**src/rtl/mul_unit_pkg.sv**
```systemverilog
// Shared CPU definitions used by the iterative multiplier and the control
// logic that steers ALU operands into it.
package mul_unit_pkg;

  localparam int WIDTH = 32;

  localparam logic [2:0] ALU_CTRL_MUL = 3'b011;

  typedef enum logic [1:0] {
    ST_IDLE = 2'b00,
    ST_RUN  = 2'b01,
    ST_DONE = 2'b10
  } mul_state_e;

endpackage

```
**src/rtl/mul_unit.sv**
```systemverilog
// Shift-add multiplier for the execute stage: one WIDTH x WIDTH product
// every WIDTH+1 cycles, signed or unsigned, with a registered 2*WIDTH result.
module mul_unit
  import mul_unit_pkg::*;
#(
  parameter int WIDTH = mul_unit_pkg::WIDTH
) (
  input  logic             clk_i,
  input  logic             rst_i,
  input  logic             start_i,
  input  logic             signed_i,
  input  logic [WIDTH-1:0] data1_i,
  input  logic [WIDTH-1:0] data2_i,
  output logic [WIDTH-1:0] data_o,
  output logic [WIDTH-1:0] hi_o,
  output logic             Zero_o,
  output logic             busy_o,
  output logic             done_o
);

  localparam int CW = $clog2(WIDTH);
  localparam logic [CW-1:0] LAST_CNT = CW'(WIDTH - 1);

  mul_state_e         state_q, state_d;
  logic [CW-1:0]      cnt_q, cnt_d;
  logic [WIDTH-1:0]   mcand_q, mcand_d;
  logic [WIDTH-1:0]   mplier_q, mplier_d;
  logic               neg_q, neg_d;
  logic [2*WIDTH-1:0] acc_q, acc_d;
  logic [2*WIDTH-1:0] prod_q, prod_d;
  logic               zero_q, zero_d;

  logic [WIDTH-1:0]   mag1, mag2;
  logic [2*WIDTH-1:0] addend, acc_sum;

  // The datapath works on magnitudes; the sign is reapplied once at the end.
  assign mag1 = (signed_i && data1_i[WIDTH-1]) ? -data1_i : data1_i;
  assign mag2 = (signed_i && data2_i[WIDTH-1]) ? -data2_i : data2_i;

  assign addend  = mplier_q[0] ? ({{WIDTH{1'b0}}, mcand_q} << cnt_q) : '0;
  assign acc_sum = acc_q + addend;

  always_comb begin
    state_d  = state_q;
    cnt_d    = cnt_q;
    mcand_d  = mcand_q;
    mplier_d = mplier_q;
    neg_d    = neg_q;
    acc_d    = acc_q;
    prod_d   = prod_q;
    zero_d   = zero_q;

    case (state_q)
      ST_IDLE, ST_DONE: begin
        if (start_i) begin
          state_d  = ST_RUN;
          cnt_d    = '0;
          mcand_d  = mag1;
          mplier_d = mag2;
          neg_d    = signed_i & (data1_i[WIDTH-1] ^ data2_i[WIDTH-1]);
          acc_d    = '0;
        end else begin
          state_d = ST_IDLE;
        end
      end
      ST_RUN: begin
        acc_d    = acc_sum;
        mplier_d = mplier_q >> 1;
        cnt_d    = cnt_q + 1'b1;
        if (cnt_q == LAST_CNT) begin
          state_d = ST_DONE;
          prod_d  = neg_q ? -acc_sum : acc_sum;
          zero_d  = (prod_d[WIDTH-1:0] == '0);
        end
      end
      default: state_d = ST_IDLE;
    endcase
  end

  always_ff @(posedge clk_i or posedge rst_i) begin
    if (rst_i) begin
      state_q  <= ST_IDLE;
      cnt_q    <= '0;
      mcand_q  <= '0;
      mplier_q <= '0;
      neg_q    <= 1'b0;
      acc_q    <= '0;
      prod_q   <= '0;
      zero_q   <= 1'b1;
    end else begin
      state_q  <= state_d;
      cnt_q    <= cnt_d;
      mcand_q  <= mcand_d;
      mplier_q <= mplier_d;
      neg_q    <= neg_d;
      acc_q    <= acc_d;
      prod_q   <= prod_d;
      zero_q   <= zero_d;
    end
  end

  assign data_o = prod_q[WIDTH-1:0];
  assign hi_o   = prod_q[2*WIDTH-1:WIDTH];
  assign Zero_o = zero_q;
  assign busy_o = (state_q == ST_RUN);
  assign done_o = (state_q == ST_DONE);

endmodule

```
**config.mk**
```make
export PLATFORM = sky130hd
export DESIGN_NAME = mul_unit
export DESIGN_NICKNAME = d
export VERILOG_FILES = /design/src/rtl/mul_unit_pkg.sv /design/src/rtl/mul_unit.sv
export SDC_FILE = /design/constraint.sdc
export NUM_CORES = 1
export LEC_CHECK = 0
export CAP_MARGIN = 20
export CORE_UTILIZATION = 40
export DETAILED_ROUTE_END_ITERATION = 6
export DONT_BUFFER_PORTS = 1
export GPL_ROUTABILITY_DRIVEN = 0
export PLACE_DENSITY = 0.59
export SKIP_LAST_GASP = 1
export SYNTH_ARGS = -nofsm -noshare
export SYNTH_HDL_FRONTEND = slang
export SYNTH_SLANG_ARGS = --single-unit
```
**constraint.sdc**
```tcl
create_clock -name clk_i -period 20.8 [get_ports clk_i]
set_input_delay 6.24 -clock clk_i [delete_from_list [all_inputs] [get_ports clk_i]]
set_output_delay 6.24 -clock clk_i [all_outputs]
set_load 0.005 [all_outputs]
```
==> key figures, run 1 <==
Status
  • Status: finished clean

Timing
  • Max Clk Rate: 120 MHz
  • Final worst path period need: 8.30 ns
  • Clock Skew: 0.0127 ns
  • Slew Limit Fails: 0
  • Worst slew pin tran: 1.12 ns
  • Tcrit/Tclk final: 39.9%
  • Setup TNS: 0 ns
  • Setup violators final: 0
  • Final Hold Vio Count: 0
  • Slew margin rel.: 24.9%
  • RSZ-0062 raised after global routing: false

Global route
  • Vias in the first global route: 14700
  • Initial antenna violation count: 0
  • Total grt overflow: 0
  • First-pass GRT wire length: 82100 µm
  • Largest net degree at the start of global routing: 139
  • GRT Overall Usage: 23.3%

Power and ir drop
  • Pwr dens: 187 nW/µm²
  • LEAKAGE: 7.57 nW
  • Worst IR Drop VDD: 0.0000812 V

Min path
  • Worst hold path class: reg2reg
  • WHS Path Cells: 2
  • Hold_sp: neg_q
  • WHS Endpoint: neg_q

Placed design
  • Port bufs: 0
  • Hpwl dp: 39500 µm

Yosys
  • Syn nets: 2237
  • #FFs+latches synth: 201
  • Cell variety after synth: 96
  • Cell Area, Synth: 17100 µm²
  • Yosys top cell by area: dfrtp_1
  • Post-synthesis average cell area: 8.16 µm²
  • Main area contributors after synthesis: dfrtp_1 29%, o21ai_0 6.8%, nand2_1 6.7%
  • Post-synth EDFFs: 0
  • Sequential share of the synthesized area: 29.3%
  • Async SR Flop Fraction: 100%
  • Top cell type's share of synthesized area: 29.2%
  • YS warnings: 0
  • Syn Inst Count: 2100
  • Post-synth top flop: dfrtp_1

Setup path
  • Worst path arrival time: 8.71 ns
  • Crit Reg-Reg Endpoint: prod_q[63]
  • Worst EP required: 21.21 ns
  • Kind of critical path: in2reg
  • R2r worst-path depth: 21
  • R2r startpoint: cnt_q[0]
  • Startpoint types: input pin
  • R2R setup slack: 13.39 ns
  • Crit path max fanout: 6
  • CP Capture Type: flip-flop

Drt
  • Avg WL per Cell: 20.1 µm
  • DR vias: 15700
  • Routed Antenna Nets: 0
  • Routed WL: 51700 µm
  • Pre-Repair DR Iteration Count: 7
  • Number of DRC markers in iteration 0: 1414
  • Via density: 6.10
  • # DRC: 0

Clock network
  • Skew-Pair Late Insertion Delay: 0.55 ns
  • Cts hold-fix bufs: 0
  • CTS tree: done
  • Post-CTS setup buffers: 0
  • CTS Buffer Depth: 3
  • H-tree levels: 1
  • Sink Count: 201
  • CTS clock-pin slew for the worst setup and hold paths: 0.06 ns
  • Post-CTS sizing: 0
  • CTS root buffer: clkbuf_16
  • Cts bufs inserted: 25

Run
  • Max cap viols: 0

Floorplanning
  • Die height: 209 µm
  • Die area: 43700 µm²
  • Number of cell rows: 75
  • Die width: 209 µm
  • Ports: 135
  • CORE AREA: 42100 µm²
  • Starting Density: 40.7%

Layout
  • Nets: 2158
  • Commonest non-fill, non-tap cell in the layout: nand2_1
  • Area delta synth->final: 7.13%
  • Final Util: 43.6%
  • Leading cell types in the layout, fill and taps excluded: 305 x nand2_1, 233 x o21ai_0, 198 x dfrtp_1
  • Ant. Diodes: 0
  • Share of layout cells above drive strength 1: 7.70%
[layout make-up]
| class | count | area (µm²) |
|---|---|---|
| Inverter | 35 | 139 |
| Timing Repair Buffer | 18 | 155 |
| Clock buffer | 37 | 741 |
| Sequential cell | 201 | 5030 |
| Fill cell | 4233 | 23800 |
| Clock inverter | 9 | 134 |
| Multi-Input combinational cell | 1740 | 11500 |
| Tap cell | 539 | 674 |
[metal layers]
metal | share of wire (%) | vias up | track usage, %
met1 | 47 | 7480 | 33.7
met3 | 7.4 | 91 | 3.88
li1 | - | 7595 | -
met4 | 2.9 | 0 | 6.82
met5 | 0 | - | 0
met2 | 43 | 575 | 35.4
[how the worst max path moves through the flow]
stage	from	end	slack (ns)
6_report	data2_i[4]	mplier_q[29]	12.50
5_1_grt	data1_i[10]	mcand_q[25]	12.25
4_1_cts	data1_i[10]	mcand_q[25]	12.49
3_5_place_dp	data1_i[10]	mcand_q[25]	11.91
3_3_place_gp	data1_i[10]	mcand_q[26]	11.97
2_1_floorplan	rst_i	acc_q[0]	9.08
[cells in the mapped netlist (8+ instances only)]
master    instances
xor2_1           91
mux2i_1          41
nand2_1         306
buf_2            17
mux4_2           24
and3_1           12
nor2b_1          12
o41ai_1          16
nor2_1          146
ha_1             68
o31ai_1          41
or4_1            10
xnor2_1          65
a31oi_1           8
clkbuf_1         87
a211o_1           8
mux2_2           19
buf_1            16
and2_1           30
inv_1            34
a21oi_1         129
o21ai_0         233
dfrtp_1         200
o211ai_1         10
nor3_1           34
o21a_1           17
o22ai_1          20
a211oi_1         11
nand3_1          40
nand2b_1         23
a22o_1           50
o21ai_1          20
or3_1            21
nand4_1          29
or2_2             9
nor4_1           19
a22oi_1          32
a21o_1           26
[registers in the layout, indices dropped and copies added (netlist names)]
| register | count |
|---|---|
| mplier_q | 32 |
| neg_q | 1 |
| cnt_q | 5 |
| acc_q | 64 |
| prod_q | 64 |
| state_q | 2 |
| Zero_o | 1 |
| mcand_q | 32 |
[cell families after synthesis]
| family | after synthesis | share of synthesized area [%] |
|---|---|---|
| simple gates | 732 | 20.6 |
| compound gates | 699 | 26.5 |
| flops | 201 | 29.3 |
| buf+inv | 159 | 3.74 |
| xor+xnor | 156 | 7.97 |
| mux | 84 | 6.79 |
| fa+ha+maj | 69 | 5.08 |
[worst max-delay path, cell delays in order]
cell and delay (ns):
or3_1 0.40, nor4_1 0.75, nand3b_1 0.26, nor2_1 0.25, nand2_1 0.10, o21ai_0 0.36
nand2_1 0.11, xnor2_1 0.16, o21ai_0 0.09
[stage by stage]
| step | cell area [µm²] | worst slack, ns | cells | hold slack [ns] | power [mW] |
|---|---|---|---|---|---|
| after floorplan | 17100 | 9.08 | 2100 | 0.447 | 2.42 |
| after global placement | 17500 | 11.97 | 2532 | 0.461 | 2.90 |
| after detailed placement | 17500 | 11.91 | 2532 | 0.465 | 2.94 |
| after CTS | 18300 | 12.49 | 2578 | 0.477 | 3.41 |
| after global routing | 18400 | 12.25 | 2579 | 0.498 | 3.71 |
| final | 18400 | 12.50 | 2579 | 0.476 | 3.44 |
[power breakdown]
part	internal, mW	switching, mW	leakage (nW)	total [mW]
logic	0.854	1.40	4.65	2.25
registers	0.566	0.158	2.49	0.724
clock network	0.284	0.178	0.428	0.462
total	1.70	1.73	7.57	3.44
(Power assumes the default switching activity.)
==> run 2: changes to the inputs <==
PLACE_DENSITY = 0.61   (was 0.59)
clock period = 6.7 ns   (was 20.8 ns; I/O delays follow)
==> run 2 against run 1 <==
Flip-flop and latch count unchanged. Die area unchanged. Core utilization rose by 0.85 points. Clock-buffer cell count is 7 lower. Worst setup slack worse by 12 ns. Non-clock buffer count is 46 higher. Via count rose by 2.9%. Register-to-register slack lost 13 ns. Global-route usage rose by 0.29 points. Critical path type is now reg2reg. Critical endpoint is now prod_q[61].
==> key figures, run 2 (synthesis results as in run 1) <==
Status
  • Status: finished clean (unchanged)

Setup path
  • R2R setup slack: 0.29 ns (was 13.39 ns)
  • Startpoint types: flip-flop (was input pin)
  • Crit Reg-Reg Endpoint: prod_q[61] (was prod_q[63])
  • CP Capture Type: flip-flop (unchanged)
  • Worst EP required: 7.09 ns (was 21.21 ns)
  • Crit path max fanout: 14 (was 6)
  • R2r startpoint: cnt_q[0] (unchanged)
  • Kind of critical path: reg2reg (was in2reg)
  • Worst path arrival time: 6.80 ns (was 8.71 ns)
  • R2r worst-path depth: 18 (was 21)

Drt
  • Via density: 6.18 (was 6.10)
  • Pre-Repair DR Iteration Count: 6 (was 7)
  • Avg WL per Cell: 20.3 µm (was 20.1 µm)
  • Routed WL: 53200 µm (was 51700 µm)
  • Number of DRC markers in iteration 0: 1485 (was 1414)
  • # DRC: 0 (unchanged)
  • DR vias: 16200 (was 15700)
  • Routed Antenna Nets: 0 (unchanged)

Layout
  • Regs by FF count: acc_q (64), prod_q (64) (unchanged)
  • Ant. Diodes: 0 (unchanged)
  • Area delta synth->final: 9.22% (was 7.13%)
  • Leading cell types in the layout, fill and taps excluded: 305 x nand2_1, 233 x o21ai_0, 197 x dfrtp_1 (was 305 x nand2_1, 233 x o21ai_0, 198 x dfrtp_1)
  • Nets: 2203 (was 2158)
  • Commonest non-fill, non-tap cell in the layout: nand2_1 (unchanged)
  • Share of layout cells above drive strength 1: 9.79% (was 7.70%)
  • Design Area, Final: 18700 µm² (was 18400 µm²)

Timing
  • Final Hold Vio Count: 0 (unchanged)
  • Tcrit/Tclk final: 95.7%
  • Worst hold slack: 0.485 ns (was 0.476 ns)
  • Max Clk Rate: 156 MHz
  • Worst slew pin tran: 1.02 ns (was 1.12 ns)
  • Slew Limit Fails: 0 (unchanged)
  • Final worst path period need: 6.41 ns
  • Setup TNS: 0 ns (unchanged)
  • Slew margin rel.: 32.2% (was 24.9%)
  • Clock Skew: 0.0142 ns (was 0.0127 ns)
  • Setup violators final: 0 (unchanged)
  • Setup slack after layout: 0.288 ns (was 12.50 ns)

Global route
  • GR Layer Usage met2: 35.8% (was 35.4%)
  • GRT Overall Usage: 23.6% (was 23.3%)
  • Largest net degree at the start of global routing: 129 (was 139)
  • Vias in the first global route: 14900 (was 14700)
  • First-pass GRT wire length: 83000 µm (was 82100 µm)
  • Initial antenna violation count: 0 (unchanged)
  • Grt met3 use: 4.28% (was 3.88%)
  • Total grt overflow: 0 (unchanged)
  • Top Usage Layer GRT: met2 (unchanged)
  • Met1 Usage GRT: 34.4% (was 33.7%)

Run
  • Max cap viols: 0 (unchanged)

Clock network
  • Cts bufs inserted: 24 (was 25)
  • Cts hold-fix bufs: 0 (unchanged)
  • Skew-Pair Late Insertion Delay: 0.54 ns (was 0.55 ns)
  • CTS root buffer: clkbuf_16 (unchanged)
  • CTS clock-pin slew for the worst setup and hold paths: 0.06 ns (about the same)
  • CTS tree: done (unchanged)
  • Sink Count: 201 (unchanged)
  • H-tree levels: 1 (unchanged)
  • CTS Buffer Depth: 3 (unchanged)

Power and ir drop
  • Worst IR Drop VDD: 0.000238 V (was 0.0000812 V)
  • Clk pwr share: 13.0% (was 13.4%)
  • Register share of total power: 20.2% (was 21.1%)
  • P_int: 5.55 mW (was 1.70 mW)
  • Pwr Total: 11.1 mW (was 3.44 mW)
  • Switch share: 50.2% (was 50.4%)
  • Combinational share of power: 66.8% (was 65.5%)
  • Pwr dens: 594 nW/µm² (was 187 nW/µm²)
  • Psw: 5.58 mW (was 1.73 mW)
  • LEAKAGE: 7.78 nW (was 7.57 nW)

Floorplanning
  • Die area: 43700 µm² (unchanged)
  • Die width: 209 µm (unchanged)
  • Number of cell rows: 75 (unchanged)
  • Starting Density: 40.7% (unchanged)
  • Die height: 209 µm (unchanged)
  • CORE AREA: 42100 µm² (unchanged)
  • Ports: 135 (unchanged)

Placed design
  • Pre-CTS WS: 0.154 ns (was 11.91 ns)
  • Hpwl dp: 41400 µm (was 39500 µm)
  • Post-DP Area: 17800 µm² (was 17500 µm²)
  • Port bufs: 0 (unchanged)

Min path
  • Worst hold path class: reg2reg (unchanged)
  • Hold_sp: Zero_o (was neg_q)
  • WHS Endpoint: Zero_o (was neg_q)
  • WHS Path Cells: 2 (unchanged)
==> run 2: worst max-delay path by stage <==
stage	cells past startpoint	startpoint	slack (ns)	to
after CTS	18	cnt_q[0]	0.15	prod_q[61]
after global routing	18	cnt_q[1]	-0.006	prod_q[52]
after detailed placement	18	cnt_q[0]	0.15	prod_q[53]
after floorplan	21	cnt_q[0]	0.92	prod_q[51]
final	18	cnt_q[0]	0.29	prod_q[61]
after global placement	18	cnt_q[0]	0.28	prod_q[51]
==> run 2: power by group through the flow <==
stage | Combinational, mW | Sequential [mW] | Clock [mW]
final | 7.43 | 2.25 | 1.45
after global routing | 8.09 | 2.31 | 1.52
after CTS | 7.24 | 2.25 | 1.48
after detailed placement | 7.23 | 2.27 | 0
after global placement | 7.12 | 2.25 | 0
after floorplan | 5.46 | 2.05 | 0
==> run 2: worst max-delay path, cell delays in order, from the launching register on <==
cell and delay [ns]:
dfrtp_4 0.58, buf_6 0.23, mux4_2 0.55, mux2i_1 0.22, mux2_2 0.25, o22ai_1 0.11
ha_1 0.49, a21oi_2 0.17, a2bb2oi_2 0.19, a211oi_1 0.53, nand2b_1 0.36, o21ai_0 0.19
a221oi_2 0.30, or4b_4 0.54, or4_4 0.58, nand4b_4 0.29, o41ai_2 0.42, xor2_1 0.20
o21ai_1 0.07
==> run 2: final cells by class <==
class	instances	area [µm²]
tap	539	674
inverter	35	135
multi-input combinational	1740	11500
fill	4185	23400
clock inverter	13	214
sequential	201	5040
timing repair buffer	64	497
clock buffer	30	664
==> run 2: repair_timing <==
item	in CTS	in global routing
setup endpoints to repair	0	22
resized for setup	0	4
hold endpoints to repair	0	0
buffers inserted	0	3
==> run 2: metrics by stage <==
stage | cells | util [%]
3_3_place_gp | 2576 | 42.3
3_5_place_dp | 2576 | 42.3
6_report | 2622 | 44.4
5_1_grt | 2622 | 44.4
4_1_cts | 2619 | 44.3
2_1_floorplan | 2100 | -
==> run 2: metal layers <==
layer / vias to the layer above / part of all wire (%)
met5: - / 0
met4: 0 / 2.3
met3: 83 / 8.3
met2: 698 / 43
met1: 7736 / 46
li1: 7676 / -
